==> src/rtl/pong_ctrl.sv <==
// Frame-rate game sequencer for the 640x480 drawing path: ball/paddle motion,
// serve/play/miss sequencing on each vertical-blanking tick, and registered draw flags.
module pong_ctrl #(
  parameter int unsigned H_RES        = 640,
  parameter int unsigned V_RES        = 480,
  parameter int unsigned BALL_SIZE    = 8,
  parameter int unsigned PADDLE_X     = 16,
  parameter int unsigned PADDLE_W     = 8,
  parameter int unsigned PADDLE_H     = 64,
  parameter int unsigned BALL_SPEED   = 2,
  parameter int unsigned PADDLE_SPEED = 4,
  parameter int unsigned SERVE_FRAMES = 60
) (
  input  logic       pix_clk,
  input  logic       rst_pix_n,
  input  logic [9:0] sx,
  input  logic [9:0] sy,
  input  logic       btn_up,
  input  logic       btn_dn,
  input  logic       btn_serve,
  output logic [9:0] ball_x,
  output logic [9:0] ball_y,
  output logic [9:0] paddle_y,
  output logic       draw_ball,
  output logic       draw_paddle,
  output logic [7:0] miss_count,
  output logic       playing
);

  localparam int unsigned PW    = 10;
  localparam int unsigned AW    = 11;
  localparam int unsigned CNT_W = $clog2(SERVE_FRAMES);

  localparam logic [AW-1:0] X_MAX  = AW'(H_RES - BALL_SIZE);
  localparam logic [AW-1:0] Y_MAX  = AW'(V_RES - BALL_SIZE);
  localparam logic [AW-1:0] PY_MAX = AW'(V_RES - PADDLE_H);
  localparam logic [AW-1:0] FACE   = AW'(PADDLE_X + PADDLE_W);
  localparam logic [AW-1:0] B_SPD  = AW'(BALL_SPEED);
  localparam logic [AW-1:0] P_SPD  = AW'(PADDLE_SPEED);
  localparam logic [AW-1:0] B_SZ   = AW'(BALL_SIZE);
  localparam logic [AW-1:0] P_H    = AW'(PADDLE_H);
  localparam logic [AW-1:0] P_X    = AW'(PADDLE_X);
  localparam logic [AW-1:0] HR     = AW'(H_RES);
  localparam logic [AW-1:0] VR     = AW'(V_RES);

  localparam logic [PW-1:0] BX0 = PW'((H_RES - BALL_SIZE) / 2);
  localparam logic [PW-1:0] BY0 = PW'((V_RES - BALL_SIZE) / 2);
  localparam logic [PW-1:0] PY0 = PW'((V_RES - PADDLE_H) / 2);
  localparam logic [CNT_W-1:0] CNT_LAST = CNT_W'(SERVE_FRAMES - 1);

  typedef enum logic [1:0] {ST_SERVE, ST_PLAY, ST_MISS} state_t;

  state_t            state, state_nxt;
  logic [CNT_W-1:0]  serve_cnt, cnt_nxt;
  logic              dir_x, dir_y, dir_x_nxt, dir_y_nxt;  // dir_x 1 = right, dir_y 1 = down
  logic [PW-1:0]     bx_nxt, by_nxt, py_nxt;
  logic [7:0]        miss_nxt;
  logic [1:0]        up_sync, dn_sync, srv_sync;
  logic              frame_tick;
  logic [AW-1:0]     bx, by, py, sx_w, sy_w;
  logic              overlap_c, in_ball_c, in_paddle_c;

  assign bx   = AW'(ball_x);
  assign by   = AW'(ball_y);
  assign py   = AW'(paddle_y);
  assign sx_w = AW'(sx);
  assign sy_w = AW'(sy);

  assign overlap_c   = (by + B_SZ > py) && (by < py + P_H);
  assign in_ball_c   = (sx_w >= bx) && (sx_w < bx + B_SZ) && (sy_w >= by) && (sy_w < by + B_SZ)
                       && (sx_w < HR) && (sy_w < VR);
  assign in_paddle_c = (sx_w >= P_X) && (sx_w < FACE) && (sy_w >= py) && (sy_w < py + P_H)
                       && (sx_w < HR) && (sy_w < VR);

  // Next-state logic: everything holds except on frame_tick.
  always_comb begin
    state_nxt = state;
    cnt_nxt   = serve_cnt;
    dir_x_nxt = dir_x;
    dir_y_nxt = dir_y;
    bx_nxt    = ball_x;
    by_nxt    = ball_y;
    py_nxt    = paddle_y;
    miss_nxt  = miss_count;
    if (frame_tick) begin
      if (up_sync[1] && !dn_sync[1]) begin
        py_nxt = (py >= P_SPD) ? PW'(py - P_SPD) : '0;
      end else if (dn_sync[1] && !up_sync[1]) begin
        py_nxt = (py + P_SPD >= PY_MAX) ? PW'(PY_MAX) : PW'(py + P_SPD);
      end
      unique case (state)
        ST_SERVE: begin
          bx_nxt    = BX0;
          by_nxt    = BY0;
          dir_x_nxt = 1'b0;
          if (serve_cnt == CNT_LAST || srv_sync[1]) begin
            state_nxt = ST_PLAY;
            cnt_nxt   = '0;
          end else begin
            cnt_nxt = serve_cnt + CNT_W'(1);
          end
        end
        ST_PLAY: begin
          if (dir_x) begin
            if (bx + B_SPD >= X_MAX) begin
              bx_nxt    = PW'(X_MAX);
              dir_x_nxt = 1'b0;
            end else begin
              bx_nxt = PW'(bx + B_SPD);
            end
          end else if (bx >= FACE + B_SPD) begin
            bx_nxt = PW'(bx - B_SPD);
          end else if (bx >= FACE && overlap_c) begin
            bx_nxt    = PW'(FACE);
            dir_x_nxt = 1'b1;
          end else if (bx < B_SPD) begin
            state_nxt = ST_MISS;
          end else begin
            bx_nxt = PW'(bx - B_SPD);
          end
          if (dir_y) begin
            if (by + B_SPD >= Y_MAX) begin
              by_nxt    = PW'(Y_MAX);
              dir_y_nxt = 1'b0;
            end else begin
              by_nxt = PW'(by + B_SPD);
            end
          end else if (by <= B_SPD) begin
            by_nxt    = '0;
            dir_y_nxt = 1'b1;
          end else begin
            by_nxt = PW'(by - B_SPD);
          end
        end
        ST_MISS: begin
          if (miss_count != 8'hFF) miss_nxt = miss_count + 8'd1;
          state_nxt = ST_SERVE;
          bx_nxt    = BX0;
          by_nxt    = BY0;
          dir_x_nxt = 1'b0;
        end
        default: state_nxt = ST_SERVE;
      endcase
    end
  end

  always_ff @(posedge pix_clk or negedge rst_pix_n) begin
    if (!rst_pix_n) begin
      up_sync     <= '0;
      dn_sync     <= '0;
      srv_sync    <= '0;
      frame_tick  <= 1'b0;
      state       <= ST_SERVE;
      serve_cnt   <= '0;
      dir_x       <= 1'b0;
      dir_y       <= 1'b1;
      ball_x      <= BX0;
      ball_y      <= BY0;
      paddle_y    <= PY0;
      miss_count  <= '0;
      playing     <= 1'b0;
      draw_ball   <= 1'b0;
      draw_paddle <= 1'b0;
    end else begin
      up_sync     <= {up_sync[0], btn_up};
      dn_sync     <= {dn_sync[0], btn_dn};
      srv_sync    <= {srv_sync[0], btn_serve};
      frame_tick  <= (sx == '0) && (sy == PW'(V_RES));
      state       <= state_nxt;
      serve_cnt   <= cnt_nxt;
      dir_x       <= dir_x_nxt;
      dir_y       <= dir_y_nxt;
      ball_x      <= bx_nxt;
      ball_y      <= by_nxt;
      paddle_y    <= py_nxt;
      miss_count  <= miss_nxt;
      playing     <= (state_nxt == ST_PLAY);
      draw_ball   <= in_ball_c;
      draw_paddle <= in_paddle_c;
    end
  end

endmodule
==> config.mk <==
export PLATFORM = sky130hd
export DESIGN_NAME = pong_ctrl
export DESIGN_NICKNAME = d
export VERILOG_FILES = /design/src/rtl/pong_ctrl.sv
export SDC_FILE = /design/constraint.sdc
export NUM_CORES = 1
export LEC_CHECK = 0
export CORE_MARGIN = 1.5
export CORE_UTILIZATION = 58
export DETAILED_ROUTE_END_ITERATION = 7
export GPL_TIMING_DRIVEN = 0
export PLACE_DENSITY_LB_ADDON = 0.25
export SLEW_MARGIN = 0
export SYNTH_ARGS = -nofsm -noshare
export SYNTH_HDL_FRONTEND = slang
export SYNTH_SLANG_ARGS = --single-unit
==> constraint.sdc <==
create_clock -name pix_clk -period 4.3 [get_ports pix_clk]
set_clock_uncertainty 0.05 [all_clocks]
set_input_delay 0.86 -clock pix_clk [delete_from_list [all_inputs] [get_ports pix_clk]]
set_output_delay 0.86 -clock pix_clk [all_outputs]
set_load 0.05 [all_outputs]
# Yosys cells after proc, flatten, opt, wreduce, memory -nomap -nowiden
# Index checks and enable logic that the tools add are counted.
# totals
inputBits,25
regBits,58
wordCells,112
mem_count,0
romBits,0
latchBits,0
output_inout_bits,41
ramBits,0
# classes
n_reduce_logical,29
bitwise,0
n_lt_le_gt_ge,20
n_shift,0
addsub,11
eq_ne,7
n_mul,0
n_div,0
mux,30
# ops
operator,count
$mux W10,12
$lt A10 B11 Y1,4
$pmux W10 S2,2
$ge A10 B10 Y1,3
$ge A10 B5 Y1 const B,3
$add A10 B2 Y11 const B,2
$add A10 B4 Y11 const B,2
$ge A11 B9 Y1 const B,2
$sub A10 B2 Y10 const B,2
$logic_and A1 B1 Y1,15
$mux W2,6
$add A10 B3 Y11 const B,1
$add A10 B7 Y11 const B,1
$ge A11 B10 Y1 const B,1
$gt A11 B10 Y1,1
$eq A10 B9 Y1 const B,1
$ge A10 B3 Y1 const B,1
$le A10 B2 Y1 const B,1
$logic_not A10 Y1,1
$lt A10 B10 Y1 const B,1
$lt A10 B2 Y1 const B,1
$lt A10 B5 Y1 const B,1
$lt A10 B9 Y1 const B,1
$sub A10 B3 Y10 const B,1
18 further kinds,31

# Logic depth before layout (Yosys ltp)
# depth
word_depth,10
depth_mapped,12
depth_no_buf,11

# Worst setup path after synthesis
# Ideal clock, no wire load.
# synth_timing
path_kind,register to register
start,reg ball_y[3]
end,reg ball_x[1]
path_stages_with_launch,13
setup_slack_ns,0.931
period_less_slack_ns,3.369
n_path_buf,1
t_required_ns,4.102
arrival_ns,3.171
cell_sequence,dfstp_2 > buf_2 > and4_1 > nand2_1 > xnor2_1 > ha_1 > a2111oi_0 > o41ai_2 > o22ai_2 > o31ai_4 > o31ai_4 > a221o_1 > o31ai_1
# synth_between
elab_chain_cells,8
# synth_lines
item,line,rtl
"start, declared",22,"output logic [9:0] ball_y,"
"start signal, assigned",174,ball_y <= by_nxt;
$add A10 B4 Y11,69,assign overlap_c = (by + B_SZ > py) && (by < py + P_H);
$gt A11 B10 Y1,69,
$logic_and A1 B1 Y1 *,69,
$logic_and A1 B1 Y1 *,113,end else if (bx >= FACE && overlap_c) begin
$mux W10,113,
$mux W10,111,end else if (bx >= FACE + B_SPD) begin
$mux W10,104,if (dir_x) begin
$pmux W10 S2,91,unique case (state)
"end signal, assigned",173,ball_x <= bx_nxt;
"end, declared",21,"output logic [9:0] ball_x,"
# Every way passes the cells marked *; elsewhere a longest branch is shown, timed or not.
# A chain may end at the register's enable or synchronous reset.

# Worst setup path in the final report
# layout_timing
start,reg ball_y[3]
end,reg ball_x[6]
# Same word-level chain as after synthesis.

==> results.toml <==
[floorplan]
start_util_pct = 59.4
coreArea_um2 = 9150
row_count = 35
die_h_um = 99.8
die_w_um = 99.8
ios = 66
die-area_um2 = 9960

[power_and_ir_drop]
power.density_nw_per_um2 = 150
p_leak_nw = 2.62
ir_drop_uv = 124

[finish]
areaGrowthSynthToFinish_pct = 16.0
fin_util_pct = 68.9
diodes = 0
final_common_cell = "ha_1"
drive_gt1_share_pct = 9.46
layout.nets = 821
final_cell_mix = "ha_1 (78), clkdlybuf4s50_1 (60), inv_1 (49)"

[place]
io_buffers = 61
gp_congestion = 0.947
hpwlAfterDp_um = 11600

[logic_synthesis]
muxShareOfSynthArea_pct = 0.829
yosys.area_share.simple_pct = 19.4
synth_area_leaders = "dfrtp_1 (18%), ha_1 (18%), dfstp_2 (6.8%)"
async_flop_share_pct = 100
ys.flop_type = "dfrtp_1"
synth_top_area_cell = "dfrtp_1"
synthDominantCellAreaShare_pct = 18.4
synthXorXnorAreaFrac_pct = 4.19
yosys.area_share.adder_pct = 18.0
synth_top_family_by_area = "compound AO/OA/AOI/OAI gates"
syn_area_um2 = 5430
syn-instance-count = 646
yosys_warnings = 0
synth-compound-area-share_pct = 25.8
avgSynthCellArea_um2 = 8.41
synth-seq-cells = 54
synth_seq_area_share_pct = 25.2
post_synth_num_cell_types = 78
synth_enable_flop_cells = 0

[setup_path]
crit_required_ns = 4.48
crit_chain = "buf_2, and4_1, nand2_1, xnor2_1, ha_1, a2111oi_0, o41ai_2, o22ai_2, o31ai_4, o31ai_4, a31oi_1, o22ai_1"
start_kind = "register"
cp.arrival_ns = 4.09
critPathTopFamily = "compound AO/OA/AOI/OAI gates"
cp_common_cell = "o31ai_4"
worstSetupPathType = "register to register"
worstSetupEndpointType = "register"
slowest_stage = "dfstp_2"
crit_buf_inv = 1
slowest_delay_ns = 0.63
critPathMaxFanout = 10

[timing]
setup_viol = 0
period_minus_slack_ns = 3.90
rsz0062_at_grt = "false"
worst-slew-pin-transition_ns = 0.774
fin_tns_setup_ns = 0
post-route-period-util_pct = 90.8
max_freq_mhz = 256
relSlewSlack_pct = 48.1
slew_violations = 0
hold_viol = 0

[drt]
dr.pass1.iters = 5
drt_iter0_drc = 265
ant_nets = 0
routedWlPerCell_um = 18.1
vias_per_cell = 6.34
via_count = 5266
drt-total-wl_um = 15000
drc = 0

[job]
cap_violations = 0

[worst_hold_path]
hold_path_class = "register to register"

[global_routing]
grt_pass1_wl_um = 25000
grt_max_degree = 38
antenna_found_initial = 0
grt_pass1_vias = 5148
gr-total-overflow = 0
track_usage_pct = 31.1

[clock_tree]
root_buffer = "clkbuf_8"
cts_sinks = 54
htree_levels = 2
hold_buffers = 0
cts_tree = "done"
cts_setup_buffers = 0
clock_path_buffers = 2
ctsResizeCount = 0
worstSkewPairLatency_ns = 0.33
clk_pin_slew_worst_paths_ns = 0.12
cts_buffers = 5

[outcome]
outcome = "completed"
[routing by layer]
metal | global-route usage, % | part of all wire (%) | up-vias
li1 | - | - | 2550
met1 | 41.7 | 44 | 2484
met2 | 52.1 | 48 | 196
met3 | 4.39 | 6.2 | 36
met4 | 9.43 | 2.2 | 0
met5 | 0 | 0 | -
[cells by family (layout without fill, tap and decap cells)]
logic type / count (synthesis) / count (layout)
adder cells (fa/ha/maj): 78 / 78
AND/OR/NAND/NOR: 204 / 204
XOR/XNOR: 26 / 26
flip-flops: 54 / 54
AO/OA/AOI/OAI: 199 / 199
other: 1 / 4
multiplexers: 4 / 4
buffers and inverters: 80 / 150
[path summary, 6_finish.rpt]
kind | from | end | slack [ns] | cells past startpoint
max | ball_y[3] | ball_x[6] | 0.40 | 12
min | dn_sync[0] | dn_sync[1] | 0.31 | 0
max reg2reg | ball_y[3] | ball_x[6] | 0.40 | 12
min reg2reg | dn_sync[0] | dn_sync[1] | 0.31 | 0
max in group asynchronous | rst_pix_n | paddle_y[7] | 3.11 | 2
min in group asynchronous | rst_pix_n | paddle_y[2] | 0.44 | 1
[power by group]
| group | internal [mW] | switching [mW] | total (mW) |
|---|---|---|---|
| registers | 0.511 | 0.000935 | 0.512 |
| logic | 0.0500 | 0.0615 | 0.112 |
| clock network | 0.121 | 0.200 | 0.320 |
| total | 0.682 | 0.262 | 0.944 |
[worst reg2reg max path: stages, from the launching register on]
cell and delay [ns]:
dfstp_2 0.63, buf_2 0.23, and4_1 0.28, nand2_1 0.09, xnor2_1 0.25, ha_1 0.31, a2111oi_0 0.53, o41ai_2 0.19
o22ai_2 0.30, o31ai_4 0.15, o31ai_4 0.47, a31oi_1 0.09, o22ai_1 0.24
[state kept, by name (all words and copies together) (netlist names)]
name,cells
draw_ball,1
state,2
up_sync,2
serve_cnt,6
dir_x,1
playing,1
frame_tick,1
dn_sync,2
draw_paddle,1
paddle_y,8
miss_count,8
ball_y,9
ball_x,9
dir_y,1
srv_sync,2
[cell usage after synthesis (all sizes together), types with 5 or more instances]
master,instances
a211oi,5
a21o,5
a21oi,39
a31oi,6
and3,8
buf,21
clkbuf,9
dfrtp,40
dfstp,14
ha,78
inv,50
nand2,48
nand2b,6
nand3,30
nand4,12
nor2,39
nor3,23
nor4,8
o211ai,6
o21a,10
o21ai,50
o21bai,5
o221ai,5
o22ai,11
o31ai,9
o41ai,6
or3,6
xnor2,23
[final cells by class]
cell class | instances | area (um2)
Clock buffer | 5 | 68.8
Sequential cell | 54 | 1370
Timing Repair Buffer | 62 | 626
Inverter | 50 | 188
Tap cell | 111 | 139
Multi-Input combinational cell | 515 | 3720
Buffer | 30 | 169
Clock inverter | 3 | 26.3
Fill cell | 753 | 2850
[stage by stage]
stage / hold slack (ns) / cells / setup WS, ns / instance area [um2] / total power [mW]
after floorplan: 0.281 / 649 / 0.931 / 5450 / 0.575
after global placement: 0.287 / 821 / 0.521 / 6190 / 0.627
after detailed placement: 0.295 / 822 / 0.512 / 6210 / 0.633
after CTS: 0.320 / 830 / 0.476 / 6300 / 0.952
after global routing: 0.328 / 830 / 0.250 / 6300 / 0.981
final: 0.313 / 830 / 0.397 / 6300 / 0.944
(Power assumes the default switching activity.)
==> RTL edit (config.mk and constraints unchanged) <==
The 3 states of `state_t` get a one-hot encoding in 3 bits.
--- a/src/rtl/pong_ctrl.sv
+++ b/src/rtl/pong_ctrl.sv
@@ -48,7 +48,7 @@
   localparam logic [PW-1:0] PY0 = PW'((V_RES - PADDLE_H) / 2);
   localparam logic [CNT_W-1:0] CNT_LAST = CNT_W'(SERVE_FRAMES - 1);
 
-  typedef enum logic [1:0] {ST_SERVE, ST_PLAY, ST_MISS} state_t;
+  typedef enum logic [2:0] {ST_SERVE = 3'b001, ST_PLAY = 3'b010, ST_MISS = 3'b100} state_t;
 
   state_t            state, state_nxt;
   logic [CNT_W-1:0]  serve_cnt, cnt_nxt;
Check against the original RTL: same outputs for any inputs over 4 cycles, from zero or initial values and one cycle with rst_pix_n low; so few cycles prove little.
==> RTL edit against the unedited design <==
  * The run now ends with DRC left
  * Worst setup slack better by 31 ps
  * Wire length shrank 6.1%
  * Area after synthesis down 2.5%
  * Power is 0.40% higher
  * Sequential power increased by 2%
  * Final area is 2.2% lower
  * Sequential cell count grew 1
  * Critical endpoint is now ball_x[4]$_DFFE_PN1P_
  * Largest cell class unchanged
==> RTL edit: results <==
{
  "timing.rr.start": "ball_y[5]$_DFFE_PN1P_",
  "status": "finished, violations left",
  "p_int_mw": 0.704,
  "muxShareOfSynthArea_pct": 0.992,
  "power_sequential_mw": 0.522,
  "wl_met2_mm": 6.71,
  "grt_pass1_wl_mm": 23.5,
  "total_power_mw": 0.948,
  "yosys.cell_types.count": 72,
  "ys_seq_elements": 55,
  "drive_gt1_share_pct": 7.87,
  "nNonClkBuffers": 90,
  "layout.comb_gates.multi_input": 510,
  "clkCellAreaFrac_pct": 1.54,
  "nFillCells": 716,
  "synth_area_leaders": "dfrtp_1 19%, ha_1 18%, dfstp_2 7.4%, xnor2_1 4.8%, a21oi_1 4.4%",
  "synthAdderAreaFrac_pct": 18.4,
  "r2r_cells": 13,
  "ir_drop_mv": 0.163,
  "synth_common_cells": "78 x ha_1, 47 x a21oi_1, 47 x inv_1",
  "drt_iter0_markers": 264,
  "synth_compound_area_share_pct": 22.3,
  "wl_met1_mm": 6.01,
  "grt.met2_usage_pct": 49.1,
  "clock_latency_ps": 310,
  "viasPerCell": 6.22,
  "gp_congestion": 0.948,
  "first_pass_iters": 7,
  "yosysSeqAreaShare_pct": 26.3,
  "pre_cts_slack_ps": 546,
  "inv_count": 49,
  "r2r_slack_ps": 430,
  "grt_max_degree": 31,
  "crit_end": "ball_x[4]$_DFFE_PN1P_",
  "seqCellArea_um2": 1400,
  "synth_xor_area_share_pct": 5.62,
  "fin_util_pct": 70.0,
  "grt_pass1_vias": 4971,
  "worst_pin_slew_ps": 1170,
  "failed_checks": "DRC",
  "drc_errors": 4,
  "route.met3.wl_mm": 1.02,
  "place_area_um2": 6070,
  "max_stage_delay_ps": 650,
  "nonClkBufAreaFrac_pct": 12.2,
  "met3_usage_pct": 3.26,
  "grt.met1_usage_pct": 39.4,
  "power_leakage_nw": 2.53
}
-- RTL edit: cell types whose count changed in the layout (fill, tap and decap cells not counted), sizes merged, moves of 7 or more --
cell / delta
buf: -9
nand2: -9
clkbuf: +9
a21oi: +8
nor2: +7
o31ai: -7
-- RTL edit: critical path: cells and delay by family (launching register included) --
kind / cells / cell delay [ps]
xor gates and xnor gates: 1 / 190
AOI/OAI and AO/OA: 7 / 1740
DFF: 1 / 650
and+or+nand+nor: 3 / 480
buffers and inverters: 1 / 410
adders and majority gates: 1 / 290
-- RTL edit: worst min path at each step --
stage | start | end | slack (ps) | cells after the start
2_1_floorplan | dn_sync[0]$_DFF_PN0_ | dn_sync[1]$_DFF_PN0_ | 280 | 0
6_report | dn_sync[0]$_DFF_PN0_ | dn_sync[1]$_DFF_PN0_ | 320 | 0
3_5_place_dp | dn_sync[0]$_DFF_PN0_ | dn_sync[1]$_DFF_PN0_ | 300 | 0
5_1_grt | dn_sync[0]$_DFF_PN0_ | dn_sync[1]$_DFF_PN0_ | 330 | 0
3_3_place_gp | dn_sync[0]$_DFF_PN0_ | dn_sync[1]$_DFF_PN0_ | 280 | 0
4_1_cts | dn_sync[0]$_DFF_PN0_ | dn_sync[1]$_DFF_PN0_ | 330 | 0
-- RTL edit: per-stage QoR --
step / hold WS, ps / cells
2_1_floorplan: 281 / 642
3_3_place_gp: 283 / 811
3_5_place_dp: 302 / 812
4_1_cts: 326 / 820
5_1_grt: 327 / 820
6_report: 323 / 820
-- RTL edit: kinds of logic (layout without fill, tap and decap cells) --
logic type / after synthesis / count (layout)
compound gates: 180 / 180
xor+xnor: 34 / 34
fa+ha+maj: 78 / 78
buf+inv: 77 / 147
flops: 55 / 55
mux: 5 / 5
other cells: 1 / 4
simple gates: 209 / 209
